### src/rtl/prg_mem_pkg.sv
// rtl/prg_mem_pkg.sv - shared types and constants for the program memory port
package prg_mem_pkg;

    localparam int AW_DEF = 8;
    localparam int DW_DEF = 8;

    localparam logic OWNER_CPU = 1'b0;
    localparam logic OWNER_MON = 1'b1;

    typedef enum logic [1:0] {
        IDLE = 2'd0,
        WR   = 2'd1,
        RD   = 2'd2,
        VFY  = 2'd3
    } state_t;

endpackage

### src/rtl/prg_mem_port_sync_edge.sv
// rtl/prg_mem_port_sync_edge.sv - multi-stage synchroniser with rising-edge detect
module sync_edge #(
    parameter int SYNC_STAGES = 2
) (
    input  logic clk,
    input  logic rst_n,
    input  logic d,
    output logic rise
);

    logic [SYNC_STAGES-1:0] chain;
    logic                   prev;

    always_ff @(posedge clk or negedge rst_n) begin
        if (!rst_n) begin
            chain <= '0;
            prev  <= 1'b0;
        end else begin
            chain <= {chain[SYNC_STAGES-2:0], d};
            prev  <= chain[SYNC_STAGES-1];
        end
    end

    assign rise = chain[SYNC_STAGES-1] & ~prev;

endmodule

### src/rtl/prg_mem_port.sv
// rtl/prg_mem_port.sv - monitor/CPU program RAM port; optional PRG_WRITE_VERIFY_EN read-back check
module prg_mem_port
    import prg_mem_pkg::*;
#(
    parameter int SYNC_STAGES = 2,
    parameter int READ_LAT    = 1,
    parameter int AW          = AW_DEF,
    parameter int DW          = DW_DEF
) (
    input  logic          clk_clk,
    input  logic          reset_reset_n,
    input  logic          prg_clock_i,
    input  logic [AW-1:0] prg_ma_i,
    input  logic [DW-1:0] prg_wd_i,
    input  logic          prg_we_i,
    output logic [DW-1:0] prg_rd_o,
    input  logic          cpu_reset_i,
    input  logic          clock_1_i,
    output logic          cpu_clk_en_o,
    input  logic [AW-1:0] cpu_addr_i,
    output logic [DW-1:0] cpu_rd_o,
    output logic [AW-1:0] mem_addr_o,
    output logic [DW-1:0] mem_wd_o,
    output logic          mem_we_o,
    input  logic [DW-1:0] mem_rd_i,
    output logic          busy_o,
`ifdef PRG_WRITE_VERIFY_EN
    output logic          verify_err_o,
`endif
    output logic          overrun_o
);

    localparam int BW = AW + DW + 2;

    // Data buses share one synchroniser pipe so they stay aligned with the strobe.
    logic [BW-1:0] bus_pipe [SYNC_STAGES];
    logic [BW-1:0] bus_sync;
    logic [AW-1:0] ma_sync;
    logic [DW-1:0] wd_sync;
    logic          we_sync;
    logic          rst_sync;
    logic          prg_rise;
    logic          clk1_rise;

    state_t        state, state_nxt;
    logic          owner, owner_nxt;
    logic [AW-1:0] lat_addr, lat_addr_nxt;
    logic [DW-1:0] lat_wd, lat_wd_nxt;
    logic [1:0]    cnt, cnt_nxt;
    logic [DW-1:0] prg_rd, prg_rd_nxt;
    logic          overrun, overrun_nxt;
`ifdef PRG_WRITE_VERIFY_EN
    logic          vfy_err, vfy_err_nxt;
`endif

    always_ff @(posedge clk_clk or negedge reset_reset_n) begin
        if (!reset_reset_n) begin
            for (int i = 0; i < SYNC_STAGES; i++) bus_pipe[i] <= '0;
        end else begin
            bus_pipe[0] <= {prg_we_i, prg_wd_i, prg_ma_i, cpu_reset_i};
            for (int i = 1; i < SYNC_STAGES; i++) bus_pipe[i] <= bus_pipe[i-1];
        end
    end

    assign bus_sync = bus_pipe[SYNC_STAGES-1];
    assign {we_sync, wd_sync, ma_sync, rst_sync} = bus_sync;

    sync_edge #(.SYNC_STAGES(SYNC_STAGES)) u_prg_edge (
        .clk   (clk_clk),
        .rst_n (reset_reset_n),
        .d     (prg_clock_i),
        .rise  (prg_rise)
    );

    sync_edge #(.SYNC_STAGES(SYNC_STAGES)) u_clk1_edge (
        .clk   (clk_clk),
        .rst_n (reset_reset_n),
        .d     (clock_1_i),
        .rise  (clk1_rise)
    );

    always_ff @(posedge clk_clk or negedge reset_reset_n) begin
        if (!reset_reset_n) begin
            state    <= IDLE;
            owner    <= OWNER_CPU;
            lat_addr <= '0;
            lat_wd   <= '0;
            cnt      <= '0;
            prg_rd   <= '0;
            overrun  <= 1'b0;
`ifdef PRG_WRITE_VERIFY_EN
            vfy_err  <= 1'b0;
`endif
        end else begin
            state    <= state_nxt;
            owner    <= owner_nxt;
            lat_addr <= lat_addr_nxt;
            lat_wd   <= lat_wd_nxt;
            cnt      <= cnt_nxt;
            prg_rd   <= prg_rd_nxt;
            overrun  <= overrun_nxt;
`ifdef PRG_WRITE_VERIFY_EN
            vfy_err  <= vfy_err_nxt;
`endif
        end
    end

    always_comb begin
        state_nxt    = state;
        owner_nxt    = owner;
        lat_addr_nxt = lat_addr;
        lat_wd_nxt   = lat_wd;
        cnt_nxt      = cnt;
        prg_rd_nxt   = prg_rd;
        overrun_nxt  = overrun;
        mem_we_o     = 1'b0;
`ifdef PRG_WRITE_VERIFY_EN
        vfy_err_nxt  = vfy_err;
`endif
        if (prg_rise && state != IDLE) overrun_nxt = 1'b1;

        case (state)
            IDLE: begin
                // Ownership is only re-evaluated here so an access never changes hands mid-flight.
                owner_nxt = rst_sync ? OWNER_MON : OWNER_CPU;
                cnt_nxt   = '0;
                if (prg_rise && owner == OWNER_MON) begin
                    lat_addr_nxt = ma_sync;
                    lat_wd_nxt   = wd_sync;
                    state_nxt    = we_sync ? WR : RD;
                end
            end
            WR: begin
                mem_we_o = 1'b1;
`ifdef PRG_WRITE_VERIFY_EN
                state_nxt = VFY;
`else
                state_nxt = IDLE;
`endif
            end
            RD: begin
                if (cnt == 2'(READ_LAT)) begin
                    prg_rd_nxt = mem_rd_i;
                    state_nxt  = IDLE;
                end else begin
                    cnt_nxt = cnt + 2'd1;
                end
            end
`ifdef PRG_WRITE_VERIFY_EN
            VFY: begin
                if (cnt == 2'(READ_LAT)) begin
                    if (mem_rd_i != lat_wd) vfy_err_nxt = 1'b1;
                    state_nxt = IDLE;
                end else begin
                    cnt_nxt = cnt + 2'd1;
                end
            end
`endif
            default: state_nxt = IDLE;
        endcase
    end

    assign busy_o       = (state != IDLE);
    assign mem_addr_o   = (owner == OWNER_MON) ? lat_addr : cpu_addr_i;
    assign mem_wd_o     = lat_wd;
    assign prg_rd_o     = prg_rd;
    assign overrun_o    = overrun;
    assign cpu_rd_o     = mem_rd_i;
    assign cpu_clk_en_o = clk1_rise & ~rst_sync;
`ifdef PRG_WRITE_VERIFY_EN
    assign verify_err_o = vfy_err;
`endif

endmodule

### config.mk
export PLATFORM = sky130hd
export DESIGN_NAME = prg_mem_port
export DESIGN_NICKNAME = d
export VERILOG_FILES = /design/src/rtl/prg_mem_pkg.sv /design/src/rtl/prg_mem_port_sync_edge.sv /design/src/rtl/prg_mem_port.sv
export SDC_FILE = /design/constraint.sdc
export NUM_CORES = 1
export LEC_CHECK = 0
export ABC_CLOCK_PERIOD_IN_PS = 1270
export BUFFER_PORTS_ARGS = -buffer_cell sky130_fd_sc_hd__buf_2
export CAP_MARGIN = 0
export CELL_PAD_IN_SITES_DETAIL_PLACEMENT = 0
export CELL_PAD_IN_SITES_GLOBAL_PLACEMENT = 1
export CORE_ASPECT_RATIO = 2
export CORE_MARGIN = 3
export CORE_UTILIZATION = 34
export CTS_BUF_LIST = sky130_fd_sc_hd__clkbuf_4 sky130_fd_sc_hd__clkbuf_8
export DETAILED_ROUTE_END_ITERATION = 8
export GPL_ROUTABILITY_DRIVEN = 0
export PLACE_DENSITY = 0.66
export SETUP_SLACK_MARGIN = 0.1
export SLEW_MARGIN = 5
export SYNTH_ARGS = -nofsm -noshare
export SYNTH_HDL_FRONTEND = slang
export SYNTH_SLANG_ARGS = --single-unit
export TNS_END_PERCENT = 1
### constraint.sdc
create_clock -name clk_clk -period 1.27 [get_ports clk_clk]
set_input_delay 0 -clock clk_clk [delete_from_list [all_inputs] [get_ports clk_clk]]
set_output_delay 0 -clock clk_clk [all_outputs]
set_load 0.02 [all_outputs]
### Word level (Yosys, flattened, before mapping)

Index checks and enable logic that the tools add are counted.
Widths: inputs -> output; s select.

* register bits after elaboration: 72
* output and inout bits: 36
* logic and storage cells: 44

* $add $sub $neg: 1
* eq/ne operators: 6
* multiplexer cells: 9
* bitwise gates (word level): 6
* reductions and logical operators: 9

Operator list (number)
* $mux 2: 4
* $mux 8: 1
* $pmux 2 s2: 2
* $reduce_and 2->1: 4
* $ne 2x2->1 const B: 3
* $eq 2x1->1 const B: 2
* $reduce_bool 2->1: 2
* $and 1x1->1: 3
* $not 1->1: 3
* $add 2x1->2 const B: 1
* $eq 2x2->1 const B: 1
* $logic_and 1x1->1: 2
* $logic_not 2->1: 1
* $mux 1: 2

### Depth between registers and ports, before layout

* word-level depth: 5
* gate-level depth with buffers: 5

### Cells and area by module

Synthesis repeated with hierarchy kept, for this count alone.

* cells, all modules: 138
* area, all modules: 2477.4 um^2

By module, submodules not included
* prg_mem_port: instances 1, cells an instance 130, area an instance 2299.7 um^2, seq. area each 1651.6 um^2
* sync_edge: instances 2, cells an instance 4, area an instance 88.8 um^2, seq. area each 75.1 um^2

### Worst setup path before layout

Ideal clock, no wire load.

* path kind: reg2reg
* from: register state[0]
* to: register lat_addr[0]
* library setup time: 125 ps
* data arrival time: 1251 ps
* slack: -107 ps
* stages on the path, launching flop included: 5
* clock period less this slack: 1377 ps
* cell sequence: dfrtp_1 -> nor2_4 -> nand4_4 -> buf_6 -> mux2_4

* longest elaborated chain between the ends: 2

RTL lines
* start, declared: RTL line prg_mem_port.sv:45 `state_t state, state_nxt;`
* start signal, assigned: RTL line prg_mem_port.sv:95 `state <= state_nxt;`
* $logic_not 2->1: RTL line prg_mem_port.sv:122 `case (state)`
* $reduce_and 2->1 (no source line)
* end signal, assigned: RTL line prg_mem_port.sv:97 `lat_addr <= lat_addr_nxt;`
* end, declared: RTL line prg_mem_port.sv:47 `logic [AW-1:0] lat_addr, lat_addr_nxt;`

No other way between the ends.
A chain may end at the register's enable or synchronous reset.

### Worst setup path after layout

* from: register owner
* to: output port mem_addr_o[2]

* longest elaborated chain between the ends: 1

RTL lines
* start, declared: RTL line prg_mem_port.sv:46 `logic owner, owner_nxt;`
* start signal, assigned: RTL line prg_mem_port.sv:96 `owner <= owner_nxt;`
* $mux 8: RTL line prg_mem_port.sv:164 `assign mem_addr_o = (owner == OWNER_MON) ? lat_addr : cpu_addr_i;`
* end, declared: RTL line prg_mem_port.sv:22 `output logic [AW-1:0] mem_addr_o,`

No other way between the ends.

==> results.yml <==
synthesis:
  edff_count_synth: 0
  synthesis.area_mm2: 0.00243
  main_area_contributors_after_synthesis: "dfrtp_1 (74%), mux2_2 (12%), mux2_4 (4.9%)"
  netlist.area_leader.share: 0.741
  synth.net_count: 174
  avgSynthCellArea_um2: 18.0
  post-synth-top-area-cell: "dfrtp_1"
  dominant_synthesized_flop_cell: "dfrtp_1"
  synth_seq_cells: 72
  seq_area_frac_synth: 0.741
  netlist_instances: 135
  yosysWarnings: 0
  synth.lib_cells_used.distinct: 21
  synth_async_sr_flop_share: 1.00
timing:
  final_critical_path_setup_slack_ns: -0.0699
  report.final.slew_viol_count: 0
  hold_viol: 0
  grt_setup_unrepaired: "true"
  totalNegativeSetupSlack_ns: -0.822
  holdWs_ns: 0.0988
  worst_margin_pin_slew_ns: 0.304
  finalSetupViolations: 24
  layout_worst_path_cycle_share: 1.06
  worst_clock_skew_ns: 0.00684
  timing.final.crit_period_ns: 1.34
  worst_slew_margin_rel: 0.798
  fmax_mhz: 746
critical_path:
  path_class: "reg -> out"
  path_delay_family: "flip-flops"
  number_of_stages_on_the_worst_setup_path: 3
  cp-start-kind: "flip-flop"
  stage_delay_of_the_slowest_cell_on_the_critical_path_ns: 0.42
  worstPathBufferInverterCount: 2
  timing.reg2reg.setup_slack_ns: -0.03
  critPathMostFrequentCell: "buf_6"
  cp_data_required_time_ns: 1.27
  worst_path_max_delay_cell: "dfrtp_1"
  crit_chain: "buf_6 -> mux2_4 -> buf_6"
  rr_endpoint: "prg_rd_o[3]"
  worstRegToRegCells: 5
  worst_ep_arrival_time_ns: 1.34
  endpoint_class_of_the_critical_path: "output pin"
  timing.rr.start: "cnt[1]"
  critical_path_peak_fanout: 5
routing:
  remaining_drc_errors: 0
  finalWirelength_um: 4490
  postRouteAntennaNets: 0
  firstDrtPassIters: 3
  routed_wire_length_per_instance_um: 12.9
  dr_total_vias: 1465
  detail_route.iter0.violations: 5
  viasPerCell: 4.21
clock_tree:
  worst_setup_hold_path_clk_slew_ns: 0.07
  cts.sink_count: 72
  cts_max_level: 3
  cts_tree: "yes"
  clock-root-buffer: "clkbuf_8"
  cts_max_path_buffers: 2
  cts_inserted_buffers: 9
  worstSkewPairLatency_ns: 0.33
floorplanning:
  boundaryPins: 74
  die_area_mm2: 0.00826
  initial_core_util: 0.350
  fp.dieH_um: 126
  std_cell_core_area_mm2: 0.00694
  placementRows: 43
  chipWidth_um: 65.8
layout:
  final_cell_count_no_fill: 348
  multiInputGateArea_um2: 601
  areaGrowthSynthToFinish_pct: 48.3
  layout-drive-gt1-share: 0.562
  fin_nets: 292
  antenna_cells: 0
  ff_latch_area_mm2: 0.00180
  finalCoreUtilization: 0.519
  fillerInstances: 613
power:
  power.density_cell_area_mw_per_mm2: 2080
  ir_worst_vdd_mv: 1.16
  static-leakage-power_nw: 1.78
run_status:
  status: "finished, violations left"
  violated_checks: "setup timing"
grt:
  grt_antenna_before_repair: 0
  grt_first_pass_wirelength_um: 7580
  overflow: 0
  first_global_vias: 1602
  grtUsageTotal: 0.123
  grt_start_max_net_pins: 33
place:
  post-place-cells: 301
  detailedPlacementHpwl_um: 3110
  port_buffers: 73
run:
  max_cap_viol_count: 0
hold_path:
  worst_hold_path_type: "in -> async"
[through the flow]
stage | instance area, um2 | worst slack [ns] | power (W)
2_1_floorplan | 2440 | -0.0684 | 0.00448
3_3_place_gp | 2970 | -0.0260 | 0.00526
3_5_place_dp | 2970 | -0.0358 | 0.00531
4_1_cts | 3510 | -0.116 | 0.00733
5_1_grt | 3600 | -0.153 | 0.00795
6_report | 3600 | -0.0699 | 0.00751
[Yosys cell counts (2+ instances only)]
library cell  number
dfrtp_1           72
mux2_2            25
inv_1              3
buf_4              9
mux2_4             8
a22o_1             2
nand2_1            2
[final cells by class]
class | instances | area share
Sequential cell | 72 | 0.500
Clock buffer | 13 | 0.0462
Clock inverter | 3 | 0.0111
Multi-Input combinational cell | 50 | 0.167
Inverter | 3 | 0.00312
Tap cell | 90 | 0.0312
Timing Repair Buffer | 117 | 0.242
[metal layers]
layer,wire (um),GRT usage
met2,2400,0.201
met1,1740,0.139
met5,0,0
met3,238,0.0422
met4,111,0.0587
[layout by cell type (no fill, tap or decap), drive strengths merged]
master and count:
clkinv 2, a22o 2, mux2 33, nand2 2, o31ai 1, nand4 1, inv 3, or3b 1
a31o 1, a21o 1, nor3b 1, nor3 1, clkbuf 13, nor2 2, o21ai 1, buf 88
ha 1, nand3b 1, dfrtp 72, bufinv 1, nor2b 1, dlygate4sd3 29
[report_power, final]
| group | switching [W] | internal, W |
|---|---|---|
| logic | 0.00118 | 0.00145 |
| clock network | 0.000751 | 0.00105 |
| registers | 0.000280 | 0.00280 |
[worst register-to-register path, delay by kind of cell, from the launching register on]
kind	cells	cell delay, ns
adder cells (fa/ha/maj)	1	0.19
multiplexers	1	0.26
flip-flops	1	0.37
AND/OR/NAND/NOR	1	0.12
buffers and inverters	2	0.24
[registers in the layout, summed over array words and instances, names as in the netlist, 8 cells and up]
signal    cells
bus_pipe     18
bus_sync     18
lat_addr      8
mem_wd_o      8
prg_rd_o      8
[worst max path at each step]
stage / slack, ns / endpoint / from
final: -0.07 / mem_addr_o[2] / owner
after floorplan: -0.07 / lat_addr[0] / state[1]
after detailed placement: -0.04 / prg_rd_o[3] / cnt[0]
after global routing: -0.15 / mem_addr_o[6] / owner
after global placement: -0.03 / prg_rd_o[7] / cnt[1]
after CTS: -0.12 / mem_addr_o[5] / owner
[logic make-up after synthesis]
kind of cell               count (synthesis)  share of synthesized area
DFF                                       72                      0.741
muxes                                     33                      0.165
buffers and inverters                     13                     0.0371
and+or+nand+nor                           10                     0.0324
AOI/OAI and AO/OA                          6                     0.0190
adders and majority gates                  1                    0.00515
[timing repair]
item / 4_1_cts / 5_1_grt
resized for setup: 9 / 29
pin swaps: 3 / 3
cloned: 0 / 1
hold endpoints to repair: 100 / 0
buffers inserted: 1 / 0
hold buffers: 29 / 0
endpoints found under the setup margin: 38 / 38
(Power assumes the default switching activity.)
